## config.mk

```make
export PLATFORM = sky130hd
export DESIGN_NAME = pool_nxn_stream
export DESIGN_NICKNAME = d
export VERILOG_FILES = /design/src/rtl/pool_nxn_stream.sv
export SDC_FILE = /design/constraint.sdc
export NUM_CORES = 1
export LEC_CHECK = 0
export BUFFER_PORTS_ARGS = -buffer_cell sky130_fd_sc_hd__buf_2
export CORE_UTILIZATION = 46
export DETAILED_ROUTE_END_ITERATION = 16
export PLACE_DENSITY = 0.62
export SLEW_MARGIN = 20
export SYNTH_ARGS = -nofsm -noshare
export SYNTH_HDL_FRONTEND = slang
export SYNTH_SLANG_ARGS = --single-unit
```

## constraint.sdc

```tcl
create_clock -name clk -period 9.3 [get_ports clk]
set_clock_uncertainty 0.15 [all_clocks]
set_input_delay 1.395 -clock clk [delete_from_list [all_inputs] [get_ports clk]]
set_output_delay 1.395 -clock clk [all_outputs]
set_load 0.005 [all_outputs]
```

## src/rtl/pool_nxn_stream.sv

```systemverilog
// pool_nxn_stream: streaming non-overlapping POOL x POOL signed max/average pooling
// over raster-ordered samples, with row/column counters and frame realignment on in_sof.
module pool_nxn_stream #(
    parameter int DATA_W = 8,
    parameter int IMG_W  = 8,
    parameter int IMG_H  = 8,
    parameter int POOL   = 2,
    parameter int MODE   = 0
) (
    input  logic                     clk,
    input  logic                     rst,
    input  logic                     in_vld,
    input  logic                     in_sof,
    input  logic signed [DATA_W-1:0] in_data,
    output logic                     out_vld,
    output logic signed [DATA_W-1:0] out_data,
    output logic                     out_eof
);
    localparam int LP = $clog2(POOL);
    localparam int NK = IMG_W / POOL;
    localparam int KW = NK > 1 ? $clog2(NK) : 1;
    localparam int AW = MODE != 0 ? DATA_W + 2 * LP : DATA_W;
    localparam int SH = MODE != 0 ? 2 * LP : 0;
    localparam int CW = $clog2(IMG_W);
    localparam int RW = $clog2(IMG_H);
    localparam logic [CW-1:0] COL_MAX = CW'(IMG_W - 1);
    localparam logic [RW-1:0] ROW_MAX = RW'(IMG_H - 1);

    logic [CW-1:0]        r_col;
    logic [RW-1:0]        r_row;
    logic signed [AW-1:0] r_acc [NK];

    logic [CW-1:0]        w_col;
    logic [RW-1:0]        w_row;
    logic [KW-1:0]        w_k;
    logic                 w_first;
    logic                 w_last;
    logic                 w_col_end;
    logic                 w_row_end;
    logic signed [AW-1:0] w_ext;
    logic signed [AW-1:0] w_cur;
    logic signed [AW-1:0] w_comb;
    logic signed [AW-1:0] w_shift;

    // in_sof forces the beat to pixel (0,0), which also abandons any open windows
    assign w_col     = in_sof ? '0 : r_col;
    assign w_row     = in_sof ? '0 : r_row;
    assign w_k       = KW'(w_col >> LP);
    assign w_first   = ~|w_col[LP-1:0] & ~|w_row[LP-1:0];
    assign w_last    = &w_col[LP-1:0] & &w_row[LP-1:0];
    assign w_col_end = w_col == COL_MAX;
    assign w_row_end = w_row == ROW_MAX;
    assign w_ext     = AW'(in_data);
    assign w_cur     = r_acc[w_k];
    assign w_comb    = w_first ? w_ext : MODE != 0 ? w_cur + w_ext : (w_ext > w_cur ? w_ext : w_cur);
    assign w_shift   = w_comb >>> SH;

    always_ff @(posedge clk or posedge rst) begin
        if (rst) begin
            r_col    <= '0;
            r_row    <= '0;
            out_vld  <= 1'b0;
            out_data <= '0;
            out_eof  <= 1'b0;
            for (int i = 0; i < NK; i++) r_acc[i] <= '0;
        end else begin
            out_vld <= in_vld & w_last;
            out_eof <= in_vld & w_last & w_col_end & w_row_end;
            if (in_vld) begin
                r_acc[w_k] <= w_comb;
                r_col      <= w_col_end ? '0 : w_col + 1'b1;
                r_row      <= w_col_end ? (w_row_end ? '0 : w_row + 1'b1) : w_row;
                if (w_last) out_data <= w_shift[DATA_W-1:0];
            end
        end
    end
endmodule

```

Word level (Yosys, flattened, before mapping):

Cells that the tools add are included.

* flip-flop bits (word level): 48
* memories: 0
* output and inout bits: 10
* memory bits (read-only): 0
* RAM bits: 0
* word-level logic and storage cells: 39
* latch bits: 0

* equality and inequality tests: 2
* reduce and logical (&&, ||, !) cells: 4
* multipliers: 0
* add/subtract/negate cells: 2
* div/mod/pow operators: 0
* bitwise operators: 6
* multiplexer cells: 13
* magnitude comparators: 3
* shift operators: 0

Operators with widths (count)
* two-way mux 8 bit: 5
* bitwise mux 32 bit: 1
* binary-select mux 8 bit (select 2 bit): 1
* demux 8 bit (select 2 bit): 1
* two-way mux 3 bit: 5
* greater-than comparator 8 bit: 1
* adder 3 x 1 -> 3 bit, second input constant: 2
* == test 3 bit, second input constant: 2
* bitwise AND 1 bit: 5
* >= comparator 3 bit, second input constant: 1
* < comparator 3 x 1 -> 1 bit, second input constant: 1
* NOT 2 -> 3 bit: 1
* zero test 1 bit: 2
* AND reduction 2 bit: 1
* logical AND 1 bit: 1

Depth between registers and ports, before layout:

* word-level depth: 9
* mapped depth: 14
* depth with buffers taken out: 12

Least setup slack after synthesis:

Ideal clock, no wire load.

* path kind: in2reg
* start: input in_sof
* end: register r_acc[29] in the netlist's numbering
* arrival time: 3666 ps
* slack: 5360 ps
* library setup time: 125 ps
* data required time: 9025 ps
* stages on the path: 10
* buffers on the path: 1
* path through: clkbuf_1 nor2_1 a21oi_1 o221a_2 inv_1 ha_1 and4_1 a211o_1 a31oi_2 mux2_2

* word-level cells in the longest chain between the ends: 9
* elaborated cells on any way between the ends: 18
* classes of those cells: 3 x order compare; 10 x mux; 2 x bitwise; 3 x reduce/logical

Ends and longest elaborated chain
* start, declared: RTL line 13 `input logic in_sof,`
* two-way mux 3 bit: RTL line 46 `assign w_col = in_sof ? '0 : r_col;`
* NOT 2 -> 3 bit (implied by the code): RTL line 54, 70
* binary-select mux 8 bit (select 2 bit): RTL line 54 `assign w_cur = r_acc[w_k];`
* two-way mux 8 bit (implied by the code) (2 in series): RTL line 54
* greater-than comparator 8 bit: RTL line 55 `assign w_comb = w_first ? w_ext : MODE != 0 ? w_cur + w_ext : (w_ext > w_cur ? w_ext : w_cur);`
* two-way mux 8 bit (2 in series): RTL line 55
* bitwise mux 32 bit (*): RTL line 70 `r_acc[w_k] <= w_comb;`
* end signal, assigned by index: RTL line 70
* end, declared: RTL line 31 `logic signed [AW-1:0] r_acc [NK];`

Mark *: on every way between the ends. The rest lies on a longest branch, timed or not. The select of a mux whose other input is x is not followed.
A chain may end at the register's enable or synchronous reset.

Worst setup path in the final report:

* start: input in_sof
* end: register r_acc[30] in the netlist's numbering

Same word-level chain as after synthesis.

==> summary.md <==
| Metric | Value |
|---|---|
| Status | `completed` |
| Highest Clock Rate | `214 MHz` |
| Kind of critical path | `input port to flop` |
| First-pass GRT wire length | `12.0 mm` |
| Clock transition at path regs | `0.08 ns` |
| Worst-margin pin slew | `0.910 ns` |
| Hold depth | `2` |
| Hold Path Sink | `r_acc[22]$_DFFE_PP0P_` |
| Synthesized instance count | `between 200 and 300` |
| Crit path capture type | `flop` |
| HPWL Detailed | `5.13 mm` |
| Worst slack, placed | `4.42 ns` |
| WHS | `between 0.3 and 0.4 ns` |
| Max-Cap Viols | `0` |
| CP required | `9.34 ns` |
| # placed instances | `approximately 360` |
| Vias | `2275` |
| Vias per inst | `6.28` |
| Final ANT Viol Nets | `0` |
| Layout area overhead | `8.09%` |
| Worst Slack Setup Final | `4.62 ns` |
| Total core area | `5920 µm²` |
| Post-Route WL | `7.19 mm` |
| Worst Hold Launch | `r_acc[22]$_DFFE_PP0P_` |
| Fraction of the yosys area taken by sequential cells | `0.427` |
| R2r setup slk | `5.11 ns` |
| CTS tree | `built` |
| RD Place Congestion | `0.950` |
| Worst vdd ir | `about 130 µV` |
| Vias in the first global route | `2237` |
| RSZ-0062 raised after global routing | `no` |
| FF/Latch Area | `1200 µm²` |
| Number of synthesized register bits | `48` |
| Layout cells sized above 1 | `0.153` |
| Post-Syn Nets | `a little under 300` |
| DRC | `0` |
| Slowest stage cell, crit path | `a21oi_1` |
| Post-CTS Setup Inserts | `0` |
| FF-to-FF End | `r_acc[1]$_DFFE_PP0P_` |
| Max-slew headroom | `0.393` |
| Final instance area | `3040 µm²` |
| # fillers | `approximately 540` |
| H-tree depth | `2` |
| # diodes | `0` |
| Routed WL per cell | `19.9 µm` |
| Pwr dens | `266 nW/µm²` |
| PostCTS Resize Cnt | `0` |
| Core Util, Final | `0.514` |
| Warnings from Yosys | `0` |
| Die W | `80.2 µm` |
| Pwr Total | `809 µW` |
| Crit-path max FO | `18` |
| Worst-Skew Late Latency | `roughly 0.30 ns` |
| I/O Buffers | `21` |
| Root buffer cell | `clkbuf_8` |
| Starting DRT DRC Count | `189` |
| Worst Hold Class | `flop to flop` |
| Hold buffers post-CTS | `0` |
| Largest net degree at the start of global routing | `49` |
| CP most frequent cell | `inv_1` |
| Period utilisation layout | `0.503` |
| Grt total ovfl | `0` |
| Post-Syn Area per Cell | `roughly 10 µm²` |
| Synthesized area | `around 2800 µm²` |
| Max-slew violations | `0` |
| Initial Util | `0.475` |
| Register-to-Register Path Depth | `9` |
| Area of the multi-input gates | `1490 µm²` |
| Endpoints failing setup | `0` |
| Crit path arrival time | `between 4 and 5 ns` |
| Antenna violations before repair | `0` |
| CTS Buf Count | `5` |
| Startpoint Class | `input port` |
| Reg2reg start | `r_col[1]$_DFFE_PP0P_` |
| Netlist cell types | `46` |
| Leak | `1.39 nW` |
| DP Area | `between 2000 and 3000 µm²` |
| Nets | `roughly 310` |
| Row cnt | `28` |
| I/O pin cnt | `22` |
| Clock Path Buffers | `2` |
| Worst-path cell chain | `buf_2, inv_1, nand2_1, inv_1, a21oi_1, ha_1, and4_1, a211o_1, a31oi_2, mux2_2` |
| Final Hold Violating Endpoints | `0` |
| DRT Pass-1 Iters | `4` |
| Die ar. | `6440 µm²` |
| Non-Filler Instances | `362` |
| Die Ht | `approximately 80 µm` |
| Clk sink count | `48` |
| Slowest stage delay, CP | `approximately 0.64 ns` |
| Tmin final | `4.68 ns` |
| Fin Setup TNS | `0 ns` |
| GRT Total Usage | `0.247` |
-- registers in the layout, summed over array words and instances, names as in the netlist --
signal	cells
out_data	8
r_acc	32
r_col	3
r_row	3
out_eof	1
out_vld	1
-- power breakdown --
part           switching [mW]  internal (mW)
combinational           0.209          0.142
sequential             0.0578          0.279
clock                  0.0702         0.0514
-- worst max path at each step --
| stage | start | end |
|---|---|---|
| 2_1_floorplan | in_sof | r_acc[29]$_DFFE_PP0P_ |
| 3_3_place_gp | in_sof | r_acc[4]$_DFFE_PP0P_ |
| 3_5_place_dp | in_sof | r_acc[8]$_DFFE_PP0P_ |
| 4_1_cts | in_sof | r_acc[8]$_DFFE_PP0P_ |
| 5_1_grt | in_sof | out_data[1]$_DFFE_PP0P_ |
| 6_report | in_sof | r_acc[30]$_DFFE_PP0P_ |
-- synthesized netlist by cell type (all sizes together) --
| library cell | n | area share |
|---|---|---|
| o32ai | 1 | 0.0031 |
| or2 | 1 | 0.0022 |
| nand4 | 4 | 0.0089 |
| o21ai | 4 | 0.0071 |
| and2 | 19 | 0.042 |
| o221a | 1 | 0.0040 |
| mux2i | 8 | 0.028 |
| nor2 | 6 | 0.0089 |
| clkbuf | 6 | 0.0080 |
| nor3 | 1 | 0.0018 |
| o2bb2ai | 2 | 0.0062 |
| nand2 | 27 | 0.036 |
| nand2b | 1 | 0.0022 |
| dfrtp | 48 | 0.43 |
| nor4 | 8 | 0.036 |
| o31ai | 11 | 0.034 |
| a31oi | 9 | 0.022 |
| a211oi | 2 | 0.0098 |
| nand3b | 2 | 0.0053 |
| ha | 12 | 0.053 |
| o21ba | 1 | 0.0036 |
| a21o | 1 | 0.0027 |
| nor2b | 10 | 0.022 |
| mux2 | 5 | 0.020 |
| a22o | 1 | 0.0031 |
| and3 | 1 | 0.0022 |
| buf | 7 | 0.012 |
| or3 | 1 | 0.0022 |
| o21bai | 1 | 0.0027 |
| nand3 | 2 | 0.0036 |
| a221o | 15 | 0.053 |
| a311oi | 6 | 0.019 |
| a21oi | 6 | 0.011 |
| inv | 18 | 0.024 |
| a211o | 6 | 0.019 |
| and4 | 1 | 0.0031 |
| o211ai | 1 | 0.0027 |
| a32o | 2 | 0.0071 |
| o221ai | 12 | 0.037 |
| a41oi | 1 | 0.0031 |
-- routing by layer --
metal  track usage  part of all wire
met5             0                 0
met4        0.0571             0.011
met3        0.0398             0.064
met2         0.371              0.45
met1         0.371              0.48
-- placed cells by master (no fill, tap or decap), drive strengths merged, types with 2 or more instances in the layout --
master / count
a211o: 6
a211oi: 2
a21oi: 6
a221o: 15
a311oi: 6
a31oi: 9
a32o: 2
and2: 19
buf: 22
clkbuf: 6
clkinv: 2
dfrtp: 48
ha: 12
inv: 17
mux2: 5
mux2i: 8
nand2: 27
nand3: 2
nand3b: 2
nand4: 4
nor2: 6
nor2b: 10
nor4: 8
o21ai: 4
o221ai: 12
o2bb2ai: 2
o31ai: 11
-- cell families (layout without fill, tap and decap cells) --
logic type	Yosys count	in the layout	share of synthesized area
adder cells (fa/ha/maj)	12	12	0.0533
multiplexers	13	13	0.0484
AO/OA/AOI/OAI	83	83	0.250
buffers and inverters	31	47	0.0444
AND/OR/NAND/NOR	84	84	0.177
flip-flops	48	48	0.427
-- critical path, delay by kind of cell --
family                     cells  cell delay (ns)
buffers and inverters          3             0.56
AOI/OAI and AO/OA              3             1.57
muxes                          1             0.38
adders and majority gates      1             0.38
and+or+nand+nor                2             0.41
-- layout make-up --
cell class,instances,share of cell area
Timing Repair Buffer,22,0.0370
Clock buffer,6,0.0238
Inverter,18,0.0226
Clock inverter,1,0.00164
Tap cell,75,0.0308
Sequential cell,48,0.395
Multi-Input combinational cell,192,0.489
Note: power is estimated with default switching activity, not from simulation.
